### src/rtl/multicycle_alu.sv
// multicycle_alu
//   Small ALU with a single-cycle path for logic/add/sub/compare and an
//   optional iterative shift-add multiplier. Every accepted operation ends
//   with a one-cycle done_o pulse, after which the result is held.
//
// Ports
//   clk_i   : sole clock, rising edge
//   rst_i   : synchronous active-high reset
//   start_i : request, accepted only while busy_o=0
//   a_i,b_i : operands (WIDTH bits)
//   ctrl_i  : 000 AND, 001 OR, 010 ADD, 110 SUB, 100 MUL, 111 SLT
//   busy_o  : iterative multiply in progress
//   done_o  : one-cycle pulse, result valid
//   res_o   : registered result, held until the next done_o
//   zero_o  : res_o == 0, registered with res_o
//   ovf_o   : signed overflow of ADD/SUB, otherwise 0
module multicycle_alu #(
   parameter int WIDTH    = 32,
   parameter bit FAST_MUL = 1'b0
) (
   input  logic             clk_i,
   input  logic             rst_i,
   input  logic             start_i,
   input  logic [WIDTH-1:0] a_i,
   input  logic [WIDTH-1:0] b_i,
   input  logic [2:0]       ctrl_i,
   output logic             busy_o,
   output logic             done_o,
   output logic [WIDTH-1:0] res_o,
   output logic             zero_o,
   output logic             ovf_o
);

   localparam int CNT_W = $clog2(WIDTH + 1);

   localparam logic [1:0] S_IDLE = 2'd0;
   localparam logic [1:0] S_MUL  = 2'd1;
   localparam logic [1:0] S_DONE = 2'd2;

   localparam logic [2:0] OP_AND = 3'b000;
   localparam logic [2:0] OP_OR  = 3'b001;
   localparam logic [2:0] OP_ADD = 3'b010;
   localparam logic [2:0] OP_SUB = 3'b110;
   localparam logic [2:0] OP_MUL = 3'b100;
   localparam logic [2:0] OP_SLT = 3'b111;

   // Single-cycle result; returns {ovf, res}. MUL only lands here in the
   // fast configuration, so the multiplier folds away otherwise.
   function automatic logic [WIDTH:0] alu_f(input logic [WIDTH-1:0] a,
                                            input logic [WIDTH-1:0] b,
                                            input logic [2:0]       op);
      logic signed [WIDTH-1:0] sa;
      logic signed [WIDTH-1:0] sb;
      logic [WIDTH-1:0]        r;
      logic                    v;
      sa = a;
      sb = b;
      r  = '0;
      v  = 1'b0;
      case (op)
         OP_AND: r = a & b;
         OP_OR:  r = a | b;
         OP_ADD: begin
            r = a + b;
            v = (a[WIDTH-1] == b[WIDTH-1]) && (r[WIDTH-1] != a[WIDTH-1]);
         end
         OP_SUB: begin
            r = a - b;
            v = (a[WIDTH-1] != b[WIDTH-1]) && (r[WIDTH-1] != a[WIDTH-1]);
         end
         OP_MUL: if (FAST_MUL) r = a * b;
         OP_SLT: r = {{(WIDTH-1){1'b0}}, (sa < sb)};
         default: r = '0;
      endcase
      return {v, r};
   endfunction

   logic [1:0]       state_q, state_d;
   logic [CNT_W-1:0] cnt_q, cnt_d;
   logic [WIDTH-1:0] mcand_q, mcand_d;
   logic [WIDTH-1:0] mplier_q, mplier_d;
   logic [WIDTH-1:0] acc_q, acc_d;
   logic [WIDTH-1:0] res_q, res_d;
   logic             zero_q, zero_d;
   logic             ovf_q, ovf_d;
   logic [WIDTH-1:0] acc_step;
   logic             busy;
   logic             accept;

   assign busy   = (state_q == S_MUL);
   assign accept = start_i & ~busy;

   always_comb begin
      state_d  = state_q;
      cnt_d    = cnt_q;
      mcand_d  = mcand_q;
      mplier_d = mplier_q;
      acc_d    = acc_q;
      res_d    = res_q;
      zero_d   = zero_q;
      ovf_d    = ovf_q;
      acc_step = acc_q + (mplier_q[0] ? mcand_q : '0);
      case (state_q)
         // DONE behaves like IDLE so single-cycle ops can issue back to back
         S_IDLE, S_DONE: begin
            state_d = S_IDLE;
            if (accept) begin
               if ((ctrl_i == OP_MUL) && !FAST_MUL) begin
                  state_d  = S_MUL;
                  cnt_d    = CNT_W'(WIDTH);
                  mcand_d  = a_i;
                  mplier_d = b_i;
                  acc_d    = '0;
               end else begin
                  state_d        = S_DONE;
                  {ovf_d, res_d} = alu_f(a_i, b_i, ctrl_i);
                  zero_d         = (res_d == '0);
               end
            end
         end
         // One multiplier bit per cycle; the last iteration writes the result
         S_MUL: begin
            acc_d    = acc_step;
            mcand_d  = mcand_q << 1;
            mplier_d = mplier_q >> 1;
            cnt_d    = cnt_q - CNT_W'(1);
            if (cnt_q == CNT_W'(1)) begin
               state_d = S_DONE;
               res_d   = acc_step;
               zero_d  = (acc_step == '0);
               ovf_d   = 1'b0;
            end
         end
         default: state_d = S_IDLE;
      endcase
   end

   always_ff @(posedge clk_i) begin
      if (rst_i) begin
         state_q <= S_IDLE;
         cnt_q   <= '0;
         res_q   <= '0;
         zero_q  <= 1'b1;
         ovf_q   <= 1'b0;
      end else begin
         state_q <= state_d;
         cnt_q   <= cnt_d;
         res_q   <= res_d;
         zero_q  <= zero_d;
         ovf_q   <= ovf_d;
      end
   end

   // Multiplier datapath is always reloaded on accept, so it needs no reset
   always_ff @(posedge clk_i) begin
      mcand_q  <= mcand_d;
      mplier_q <= mplier_d;
      acc_q    <= acc_d;
   end

   assign busy_o = busy;
   assign done_o = (state_q == S_DONE);
   assign res_o  = res_q;
   assign zero_o = zero_q;
   assign ovf_o  = ovf_q;

endmodule

### config.mk
export PLATFORM = sky130hd
export DESIGN_NAME = multicycle_alu
export DESIGN_NICKNAME = d
export VERILOG_FILES = /design/src/rtl/multicycle_alu.sv
export SDC_FILE = /design/constraint.sdc
export NUM_CORES = 1
export LEC_CHECK = 0
export BUFFER_PORTS_ARGS = -buffer_cell sky130_fd_sc_hd__buf_2
export CORE_UTILIZATION = 30
export CTS_CLUSTER_DIAMETER = 40
export DETAILED_ROUTE_END_ITERATION = 6
export PLACE_DENSITY = 0.5
export SYNTH_ARGS = -nofsm -noshare
export SYNTH_HDL_FRONTEND = slang
export SYNTH_SLANG_ARGS = --single-unit
### constraint.sdc
create_clock -name clk_i -period 6.85 [get_ports clk_i]
set_input_delay 1.0275 -clock clk_i [delete_from_list [all_inputs] [get_ports clk_i]]
set_output_delay 1.0275 -clock clk_i [all_outputs]
set_load 0.005 [all_outputs]
Word-level counts from Yosys, hierarchy flattened
Index checks and enable logic that the tools add are counted.
{ "op_classes": {"bitwise": 4, "addsub": 4, "n_eq_ne": 16, "n_mux": 34, "n_reduce_logical": 10, "n_lt_le_gt_ge": 1} }
{ "ops": {"columns": ["operator", "count"], "rows": [
  ["2-to-1 mux 32 bit", 13],
  ["one-hot mux 32 bit (2 select lines)", 4],
  ["one-hot mux 32 bit (5 select lines)", 1],
  ["adder 32 bit", 2],
  ["logical NOT 32 bit", 2],
  ["AND 32 bit", 1],
  ["less-than comparator 32 bit", 1],
  ["OR 32 bit", 1],
  ["subtractor 32 bit", 1],
  ["2-to-1 mux 6 bit", 2],
  ["one-hot mux 6 bit (2 select lines)", 1],
  ["equality test 3 bit (second input constant)", 3],
  ["equality test 6 x 1 -> 1 bit (second input constant)", 1],
  ["2-to-1 mux 1 bit", 6],
  ["2-to-1 mux 2 bit", 3],
  ["inequality test 2 bit (second input constant)", 3],
  ["one-hot mux 1 bit (2 select lines)", 3],
  ["subtractor 6 x 1 -> 6 bit (second input constant)", 1],
  ["one-hot mux 2 bit (2 select lines)", 1],
  ["AND reduction 4 bit", 1],
  ["equality test 3 x 1 -> 1 bit (second input constant)", 1],
  ["equality test 3 x 2 -> 1 bit (second input constant)", 1],
  ["logical NOT 3 bit", 1],
  ["inequality test 1 bit", 3],
  ["other kinds (11)", 12]
]} }
{ "word_totals": {"regBits": 138, "in_bits": 70, "out_inout_bits": 36} }

Depth between registers and ports, before layout
Gate-level depths: netlist of the first run.
{ "logic_depth": {"word_depth": 9, "depth_mapped": 17, "mapped_depth_nobuf": 16} }

Least setup slack after synthesis of the first run
Ideal clock, no wire load.
{ "synth_path": {"path_type": "input port to flip-flop", "startpoint": "input port ctrl_i[2]", "endpoint": "register cnt_q[3]", "cell_stages": 8, "slack_ps": 2351, "arrival_time_ps": 4372, "setup_ps": 128, "path_cell_list": "inv_1 > clkbuf_1 > nor3_1 > nand2b_1 > nand2_1 > o21ai_0 > a32oi_1 > nor2_1"} }
{ "synth_between": {"elab_chain_len": 3} }
{ "synth_rtl": {"columns": ["element", "line_no", "text"], "rows": [
  ["start: declaration", "26", "input logic [2:0] ctrl_i,"],
  ["equality test 3 bit", "108", "if ((ctrl_i == OP_MUL) && !FAST_MUL) begin"],
  ["inequality test 2 bit (no source line)", null, null],
  ["AND reduction 3 bit (no source line)", null, null],
  ["end signal: assignment", "147", "cnt_q <= cnt_d;"],
  ["end: declaration", "79", "logic [CNT_W-1:0] cnt_q, cnt_d;"]
]} }
Every way passes these cells.
A chain may end at the register's enable or synchronous reset.

Worst setup path after layout of the first run
{ "layout_path": {"startpoint": "register mplier_q[0]", "endpoint": "register zero_q (netlist: zero_o)"} }
{ "layout_between": {"elab_chain_len": 5} }
{ "layout_rtl": {"columns": ["element", "line_no", "text"], "rows": [
  ["start: declaration", "81", "logic [WIDTH-1:0] mplier_q, mplier_d;"],
  ["start signal: assignment", "157", "mplier_q <= mplier_d;"],
  ["2-to-1 mux 32 bit", "102", "acc_step = acc_q + (mplier_q[0] ? mcand_q : '0);"],
  ["adder 32 bit", "102", null],
  ["logical NOT 32 bit", "130", "zero_d = (acc_step == '0);"],
  ["2-to-1 mux 1 bit", "127", "if (cnt_q == CNT_W'(1)) begin"],
  ["one-hot mux 1 bit (2 select lines)", "103", "case (state_q)"],
  ["end signal: assignment", "149", "zero_q <= zero_d;"],
  ["end: declaration", "84", "logic zero_q, zero_d;"]
]} }
Every way passes these cells. The select of a mux whose other input is x is not followed.

==> results of run 1 <==
-- flip-flops by register name, summed over array words and instances, names as in the netlist --
name,cells
cnt_q,6
mplier_q,32
res_o,32
state_q,2
acc_q,32
zero_o,1
ovf_o,1
mcand_q,32
-- worst paths after layout --
kind	slack, ps	endpoint	cells after the start
min reg2reg	450	res_o[13]$_SDFFE_PP0P_	2
min	450	res_o[13]$_SDFFE_PP0P_	2
max	2070	zero_o$_SDFFE_PP1P_	16
max reg2reg	2070	zero_o$_SDFFE_PP1P_	16
-- cell usage after synthesis (23+ instances only) --
cell type,instances
clkbuf_1,66
a211oi_1,23
and2_1,48
inv_1,105
xnor2_1,32
a21oi_1,131
nand2_1,170
dfxtp_1,42
nor3_1,40
ha_1,132
nor2_1,150
o21ai_0,140
edfxtp_1,96
-- metal layers --
layer	vias to the layer above	track usage
met2	341	0.321
met4	2	0.0448
met5	-	0
met1	5460	0.301
li1	5620	-
met3	42	0.0311
-- stage by stage --
stage	total power [mW]	utilization	instance area [um^2]	setup WS, ps
floorplan	1.44	-	12300	2350
finish	2.64	0.345	13800	2070
global placement	1.68	0.330	13200	1740
global route	2.77	0.345	13800	1660
CTS	2.66	0.345	13800	2080
detailed placement	1.68	0.330	13200	1740
-- cell families after synthesis --
group / after synthesis
adders and majority gates: 135
DFF: 138
and+or+nand+nor: 528
AOI/OAI and AO/OA: 478
xor gates and xnor gates: 54
buffers and inverters: 195
muxes: 10
-- power breakdown --
group / internal, mW / switching (mW)
Clock: 0.544 / 0.425
Sequential: 0.933 / 0.0201
Combinational: 0.248 / 0.469
-- area by class of cell --
class,count,area [um^2]
multi-input cells,1205,7820
inverters,109,412
clock buffers,18,429
repair buffers,117,628
clock inverters,14,156
fillers,4265,26300
flip-flops and latches,138,3720
well taps,525,657
-- cells in the final DEF (no fill, tap or decap), types with 6 or more instances in the layout --
cell type    n
inv_1      105
clkbuf_16   17
o31a_1       8
nand2_1    169
ha_1       132
edfxtp_1    96
a31oi_1     17
xor2_1      22
a211oi_1    23
or2_2        6
o21a_1       8
o21ai_1      6
o211ai_1    15
a22oi_1      6
and2_1      48
buf_4       11
nand4_1     19
o21bai_1    12
nor2_1     148
mux2i_1      9
a21oi_1    131
nor3_1      40
xnor2_1     32
a21o_1      16
o21ai_0    140
nor4_1      17
nand3_1     18
buf_2      105
or3_1        8
nor2b_1     13
nand2b_1    12
o221ai_1     7
o22ai_1     10
o31ai_1     14
inv_6        7
a211o_1      6
dfxtp_1     42
-- worst max-delay path, stage by stage, from the launching register on --
cell      delay, ps
edfxtp_1        870
and2_1          240
ha_1            180
inv_1            60
fa_1            420
nor2b_1         160
o211ai_1        130
a211oi_1        370
nor2_1          170
o21bai_1        280
or4b_2          600
o211ai_1        120
xor2_1          120
nor4_1          250
nand4b_1        120
or4_1           530
o211ai_2         80
==> flow_summary.toml, run 1 <==
[timing]
final_max_slew_violation_count = 0
layout_worst_path_cycle_share = 0.697
clock_skew_ps = 14.1
period_minus_slack_ps = 4780
worstMarginPinSlew_ps = 1150
setup-violations-final = 0
hold_ws_ps = 446
unrepaired_setup_endpoints_after_global_routing = "no"
hold_viol = 0
slew-limit-headroom = 0.233
clock.fmax_ghz = 0.209
final.setup.tns_ps = 0

[place]
globalplace.congestion = 0.922
place.detailed.hpwl_um = 33500
cell_total_after_placement = 2094
buffer_ports.inserted = 105

[power]
power.leakage_nw = 5.64
pwr_density_cell_nw_per_um2 = 191
power.ir.vdd_worst_uv = 176

[clock_network]
clock-root-buffer = "clkbuf_16"
cts_htree_levels = 4
clock_tree.buffer_depth = 2
cts-hold-fix-buffers = 0
cts_inserted_buffers = 17
cts_tree = "yes"
clk_latency_ps = 450
cts.repair.resized = 0
postCtsSetupRepairBufs = 0
worst_setup_hold_path_clk_slew_ps = 70
cts_num_sinks = 138

[synthesis]
average_cell_area_after_synthesis_um2 = 7.98
yosys.area_share.simple = 0.203
synth_fp_nets = 1743
synth-edff-count = 96
yosys_warnings = 0
synth_fa_ha_area_frac = 0.139
syn_inst = 1538
synthDominantCellAreaShare = 0.235
post_synth_instance_area_um2 = 12300
yosysSeqAreaShare = 0.303
async_reset_ff_frac = 0
synth_compound_area_frac = 0.246
yosys_register_bits = 138
synth_area_leader_cell = "edfxtp_1"
synth_flop_cell = "edfxtp_1"
post_synth_mux_area_share = 0.00825
yosysUniqueCellTypes = 86
synth_top_cells_by_area = "edfxtp_1, ha_1, dfxtp_1, o21ai_0, a21oi_1"
post_synth_xor_xnor_area = 0.0385
synth_top_family_by_area = "compound AO/OA/AOI/OAI gates"

[floorplanning]
floorplan.rows = 73
floorplan.die_area_um2 = 41700
start_util = 0.306
die_w_um = 204
floorplan.die.height_um = 204
io-pin-count = 106
coreArea_um2 = 40100

[flow_run]
maxCapViolations = 0

[global_routing]
gr-total-overflow = 0
grt_max_degree = 66
antenna_violations_before_repair = 1
grt_util_all_layers = 0.207
first_global_vias = 11066
grt_first_pass_wirelength_um = 66100

[critical_path]
critical_path_required_ps = 7220
crit_path_end_kind = "register"
classification_of_the_worst_setup_path = "reg2reg"
worstSetupStartpointType = "register"
cp_data_arrival_time_ps = 5150
cp_max_fo = 32
regToRegStartpoint = "mplier_q[0]$_DFFE_PP_"
timing.critical_path.from = "mplier_q[0]$_DFFE_PP_"

[run_status]
outcome = "complete, no violations"

[drt]
routed.top_layer = "met5"
vias_per_cell = 5.39
drcViolationCount = 0
routed-wl-met3_um = 2190
met1Wirelength_um = 21300
number_of_antenna_violating_nets_in_the_routed_design = 0
wl_per_cell_um = 20.2
dr.pass1.iters = 7
routed-wl-met2_um = 18900
wirelength_um = 43000
vias_after_detailed_routing = 11465
first_iter_violations = 1085

[finish]
nNetsFinal = 1793
fin_cells = 2126
drive_above_1_share = 0.112
relative_area_change_from_synthesis_to_final_layout_pct = 12.6
antennaDiodeCount = 0

[min_path]
holdCritPathClass = "reg2reg"
timing.hold.worst.start = "res_o[13]$_SDFFE_PP0P_"
(Power assumes the default switching activity.)
==> run 2: changes to the inputs <==
Clock period 6.85 ns to 4.8 ns, I/O delays scaled along.
==> run 2 against run 1 <==
Net effect: maximum frequency is 14% higher; setup slack worse by 1500 ps; non-clock buffer count is 20 higher; largest cell class unchanged; combinational power is 46% higher; worst hold slack better by 3.5 ps; critical endpoint unchanged; routed wire length is 0.50% lower.
==> flow_summary.toml, run 2 (synthesis gave the netlist of run 1 again) <==
[drt]
dr.pass1.iters = 5
wl_per_cell_um = 19.9
drcViolationCount = 0
first_iter_violations = 865
vias_after_detailed_routing = 11505
routed-wl-met3_um = 2400
vias_per_cell = 5.36
met1Wirelength_um = 20600
wirelength_um = 42800
routed-wl-met2_um = 18900
routed.top_layer = "met5"
number_of_antenna_violating_nets_in_the_routed_design = 0

[place]
postPlaceCellArea_um2 = 13400
globalplace.congestion = 0.924
cell_total_after_placement = 2114
buffer_ports.inserted = 105
place.detailed.hpwl_um = 33800

[power]
pwr-share-clk = 0.349
pwr_density_cell_nw_per_um2 = 265
power.switching_fraction = 0.346
p_switching_mw = 1.28
power.ir.vdd_worst_uv = 257
p_int_mw = 2.42
power.sequential.fraction = 0.367
pwr-share-comb = 0.284
power.leakage_nw = 5.73

[finish]
relative_area_change_from_synthesis_to_final_layout_pct = 13.7
mostFrequentLayoutCells = "nand2_1, nor2_1, o21ai_0"
antennaDiodeCount = 0
stdcell_area_um2 = 14000
layout_commonest_cell = "nand2_1"
fill_cells = 4175
nNetsFinal = 1813
fin_cells = 2145
drive_above_1_share = 0.122

[min_path]
worstHoldPathCells = 2
holdCritPathClass = "reg2reg"

[global_routing]
grt_first_pass_wirelength_um = 65700
grt_max_degree = 70
gr-total-overflow = 0
antenna_violations_before_repair = 2
first_global_vias = 11179
grt_util_all_layers = 0.206

[clock_network]
cts.repair.resized = 0
cts_tree = "yes"
cts_inserted_buffers = 17
postCtsSetupRepairBufs = 0
clock_tree.buffer_depth = 2
cts-hold-fix-buffers = 0
cts_htree_levels = 4
worst_setup_hold_path_clk_slew_ps = 70
clock-root-buffer = "clkbuf_16"
clk_latency_ps = 440
cts_num_sinks = 138

[critical_path]
critical_path.most_common_cell = "o211ai_1"
crit_end = "zero_o$_SDFFE_PP1P_"
critical_path_required_ps = 5170
regToRegSetupSlack_ps = 600
cp_max_fo = 31
critPathBufInv = 1
worst_r2r_path_depth = 15
regToRegEndpoint = "zero_o$_SDFFE_PP1P_"
cp.depth = 15
regToRegStartpoint = "mplier_q[0]$_DFFE_PP_"
crit_chain = "buf_4 > and2_1 > ha_1 > nor2b_1 > o211ai_1 > a211oi_1 > nor2_1 > o21bai_1 > or4b_2 > o211ai_1 > xor2_1 > nor4_1 > nand4b_1 > or4_1 > o211ai_2"
cp_data_arrival_time_ps = 4570
timing.critical_path.from = "mplier_q[0]$_DFFE_PP_"
cp_slowest_stage_delay_ps = 610
critPathSlowestCell = "or4b_2"
worstSetupStartpointType = "register"
timing.critical_path.max_delay_family = "simple AND/OR/NAND/NOR gates"
classification_of_the_worst_setup_path = "reg2reg"
crit_path_end_kind = "register"

[timing]
period_minus_slack_ps = 4200
final_max_slew_violation_count = 0
clock_skew_ps = 11.7
slew-limit-headroom = 0.410
unrepaired_setup_endpoints_after_global_routing = "no"
setup-violations-final = 0
final.setup.tns_ps = 0
layout_worst_path_cycle_share = 0.875
worstMarginPinSlew_ps = 885
clock.fmax_ghz = 0.238
hold_viol = 0

[floorplanning]
floorplan.die.height_um = 204
floorplan.rows = 73
io-pin-count = 106
floorplan.die_area_um2 = 41700
coreArea_um2 = 40100
die_w_um = 204
start_util = 0.306

[run_status]
outcome = "complete, no violations"

[flow_run]
maxCapViolations = 0
run 2: changes by cell type in the layout (fill, tap and decap cells not counted), moves of 2 or more:
cell	delta
bufinv_16	-2
inv_4	+2
clkbuf_8	+2
buf_4	+18
buf_12	+2
inv_6	-5
run 2: final cells by class:
class / instances / area [um^2] / area share
Inverter: 109 / 412 / 0.0295
Tap cell: 525 / 657 / 0.0470
Clock buffer: 22 / 485 / 0.0348
Timing Repair Buffer: 137 / 803 / 0.0575
Clock inverter: 9 / 62.6 / 0.00448
Multi-Input combinational cell: 1205 / 7820 / 0.560
Sequential cell: 138 / 3720 / 0.267
run 2: worst min path at each step:
stage | slack (ps) | end | start
global route | 470 | res_o[11]$_SDFFE_PP0P_ | res_o[11]$_SDFFE_PP0P_
floorplan | 450 | res_o[30]$_SDFFE_PP0P_ | res_o[30]$_SDFFE_PP0P_
global placement | 440 | res_o[13]$_SDFFE_PP0P_ | res_o[13]$_SDFFE_PP0P_
CTS | 450 | res_o[13]$_SDFFE_PP0P_ | res_o[13]$_SDFFE_PP0P_
detailed placement | 440 | res_o[13]$_SDFFE_PP0P_ | res_o[13]$_SDFFE_PP0P_
finish | 450 | res_o[13]$_SDFFE_PP0P_ | res_o[13]$_SDFFE_PP0P_
run 2: tightest hold or removal path, delay by kind of cell (launching register included):
kind / cells / cell delay (ps)
DFF: 1 / 300
and+or+nand+nor: 1 / 50
AOI/OAI and AO/OA: 1 / 50
run 2: layer usage:
metal  GRT usage  vias to the layer above
li1            -                     5645
met2       0.325                      372
met5           0                        -
met1       0.289                     5434
met4      0.0514                        2
met3      0.0333                       52
run 2: stage by stage:
stage           util  setup slack [ps]  total power, mW  hold slack (ps)
2_1_floorplan      -               608             2.06              448
3_3_place_gp   0.335               389             2.42              443
3_5_place_dp   0.335               259             2.42              444
4_1_cts        0.348               612             3.71              453
5_1_grt        0.348               341             3.88              471
6_report       0.348               602             3.70              450
run 2: power groups by stage:
| stage | combinational (mW) | clock [mW] | sequential [mW] |
|---|---|---|---|
| floorplan | 0.678 | 0 | 1.38 |
| global placement | 1.04 | 0 | 1.38 |
| detailed placement | 1.04 | 0 | 1.38 |
| CTS | 1.04 | 1.31 | 1.36 |
| global route | 1.16 | 1.36 | 1.36 |
| finish | 1.05 | 1.29 | 1.36 |
==> run 3: changes to the inputs <==
Settings changed: ABC_AREA set to 1, RECOVER_POWER set to 25.
==> run 3 against run 2 <==
Net effect: the flow now finishes with violations (max-capacitance violations, max-slew violations); routed wire length is 33% higher; synthesized cell count is 47% higher; largest power group unchanged; critical path type unchanged; synthesized area is 15% higher; flip-flop and latch count stayed put; non-clock buffer count is 20 lower; register-to-register slack better by 310 ps.
==> flow_summary.toml, run 3 <==
[run_status]
outcome = "finished with violations"
violations = "max-capacitance violations, max-slew violations"

[synthesis]
average_cell_area_after_synthesis_um2 = 6.27
yosys_register_bits = 138
syn_inst = 2261
synth_top_cells_by_area = "edfxtp_1, nand2_1, ha_1, inv_1, nand3_1"
yosys_warnings = 0
synthDominantCellAreaShare = 0.203
synth_area_leader_cell = "edfxtp_1"
synth-edff-count = 96
async_reset_ff_frac = 0
synth_flop_cell = "edfxtp_1"
yosysUniqueCellTypes = 48
post_synth_instance_area_um2 = 14200
post-synth-top-count-cell = "nand2_1"
synth_fp_nets = 2466
yosysSeqAreaShare = 0.263
synth.top_cells.by_count = "nand2_1, inv_1, nor2_1"

[timing]
layout_worst_path_cycle_share = 0.810
final_max_slew_violation_count = 55
clock_skew_ps = 10.3
slew-limit-headroom = -0.839
hold_viol = 0
period_minus_slack_ps = 3890
hold_ws_ps = 490
clock.fmax_ghz = 0.257
setup-violations-final = 0
final.setup.tns_ps = 0
worstMarginPinSlew_ps = 2760
unrepaired_setup_endpoints_after_global_routing = "no"

[clock_network]
clock-root-buffer = "clkbuf_16"
clk_latency_ps = 470
cts-hold-fix-buffers = 0
cts_tree = "yes"
worst_setup_hold_path_clk_slew_ps = 70
postCtsSetupRepairBufs = 0
cts_inserted_buffers = 17
cts_htree_levels = 4
clock_tree.buffer_depth = 2
cts_num_sinks = 138
cts.repair.resized = 0

[critical_path]
regToRegSetupSlack_ps = 910
regToRegStartpoint = "state_q[0]$_SDFFE_PP0P_"
critical_path_required_ps = 5190
crit_path_end_kind = "register"
worst_r2r_path_depth = 6
cp_data_arrival_time_ps = 4280
worstSetupStartpointType = "register"
cp_max_fo = 54
regToRegEndpoint = "res_o[6]$_SDFFE_PP0P_"
classification_of_the_worst_setup_path = "reg2reg"

[drt]
vias_per_cell = 5.05
dr.pass1.iters = 7
wl_per_cell_um = 19.2
vias_after_detailed_routing = 14917
number_of_antenna_violating_nets_in_the_routed_design = 0
wirelength_um = 56800
first_iter_violations = 1159
drcViolationCount = 0

[finish]
layout_commonest_cell = "nand2_1"
final_core_util = 0.339
drive_above_1_share = 0.0832
mostFrequentLayoutCells = "nand2_1, inv_1, nor2_1"
fill_cells = 5178
nNetsFinal = 2537
fin_cells = 2953
relative_area_change_from_synthesis_to_final_layout_pct = 11.3

[place]
cell_total_after_placement = 2920
globalplace.congestion = 1.02
buffer_ports.inserted = 105
place.detailed.hpwl_um = 46500

[min_path]
worstHoldPathCells = 2
holdCritPathClass = "reg2reg"
timing.hold.worst.start = "ovf_o$_SDFFE_PP0P_"
worstHoldEndpoint = "ovf_o$_SDFFE_PP0P_"

[global_routing]
grt_first_pass_wirelength_um = 84800
antenna_violations_before_repair = 0
gr-total-overflow = 0
first_global_vias = 14259
grt_util_all_layers = 0.238
grt_max_degree = 147

[flow_run]
maxCapViolations = 1

[power]
power.ir.vdd_worst_uv = 181
pwr_density_cell_nw_per_um2 = 244
power.leakage_nw = 7.97

[floorplanning]
floorplan.rows = 79
start_util = 0.305
die_w_um = 219
floorplan.die_area_um2 = 48200
coreArea_um2 = 46600
floorplan.die.height_um = 219
io-pin-count = 106
-- run 3: cell type report --
cell class / instances / area [um^2] / share of cell area
well taps: 607 / 759 / 0.0481
inverters: 406 / 1530 / 0.0967
flip-flops and latches: 138 / 3720 / 0.236
clock inverters: 12 / 87.6 / 0.00555
multi-input cells: 1652 / 8620 / 0.546
repair buffers: 117 / 619 / 0.0392
clock buffers: 20 / 457 / 0.0289
diodes: 1 / 2.50 / 0.000158
-- run 3: how the worst max path moves through the flow --
| stage | from | end | slack, ps | cells after the start |
|---|---|---|---|---|
| final | state_q[0]$_SDFFE_PP0P_ | res_o[6]$_SDFFE_PP0P_ | 910 | 6 |
| after global placement | a_i[19] | zero_o$_SDFFE_PP1P_ | 990 | 19 |
| after detailed placement | a_i[19] | zero_o$_SDFFE_PP1P_ | 1090 | 19 |
| after floorplan | ctrl_i[1] | acc_q[0]$_SDFFCE_PN0P_ | 1340 | 5 |
| after global routing | state_q[0]$_SDFFE_PP0P_ | res_o[8]$_SDFFE_PP0P_ | 570 | 6 |
| after CTS | mplier_q[0]$_DFFE_PP_ | zero_o$_SDFFE_PP1P_ | 1380 | 22 |
-- run 3: critical path, stage by stage, from the launching register on --
cell	delay (ps)
dfxtp_1	310
inv_1	90
nor2_1	150
clkinv_1	90
clkbuf_1	1950
o21ai_0	870
a31oi_1	320
-- run 3: logic make-up (layout without fill, tap and decap cells) --
kind of cell             count (synthesis)  in the layout  share of synthesized area
AO/OA/AOI/OAI                          350            350                      0.136
AND/OR/NAND/NOR                       1159           1159                      0.346
adder cells (fa/ha/maj)                135            135                      0.121
buffers and inverters                  471            555                      0.130
XOR/XNOR                                 8              8                    0.00494
flip-flops                             138            138                      0.263
other                                    0              1                          0
-- run 3: through the flow --
stage	instance area [um^2]	worst slack, ps	total power, mW
after global placement	15300	995	2.59
after floorplan	14200	1340	2.17
final	15800	913	3.85
after global routing	15800	566	4.06
after detailed placement	15300	1090	2.59
after CTS	15800	1380	3.88
-- run 3: per-layer routing --
layer / share of wire / vias to the layer above / GRT usage
met2: 0.44 / 462 / 0.374
met5: 0 / - / 0
li1: - / 7395 / -
met3: 0.053 / 90 / 0.0337
met1: 0.47 / 6970 / 0.328
met4: 0.031 / 0 / 0.0863
-- run 3: report_power, final --
part | switching (mW) | total [mW] | internal [mW] | leakage (nW)
Clock | 0.579 | 1.27 | 0.690 | 0.266
Combinational | 0.844 | 1.20 | 0.352 | 6.47
Sequential | 0.0440 | 1.38 | 1.34 | 1.23
Total | 1.47 | 3.85 | 2.38 | 7.97
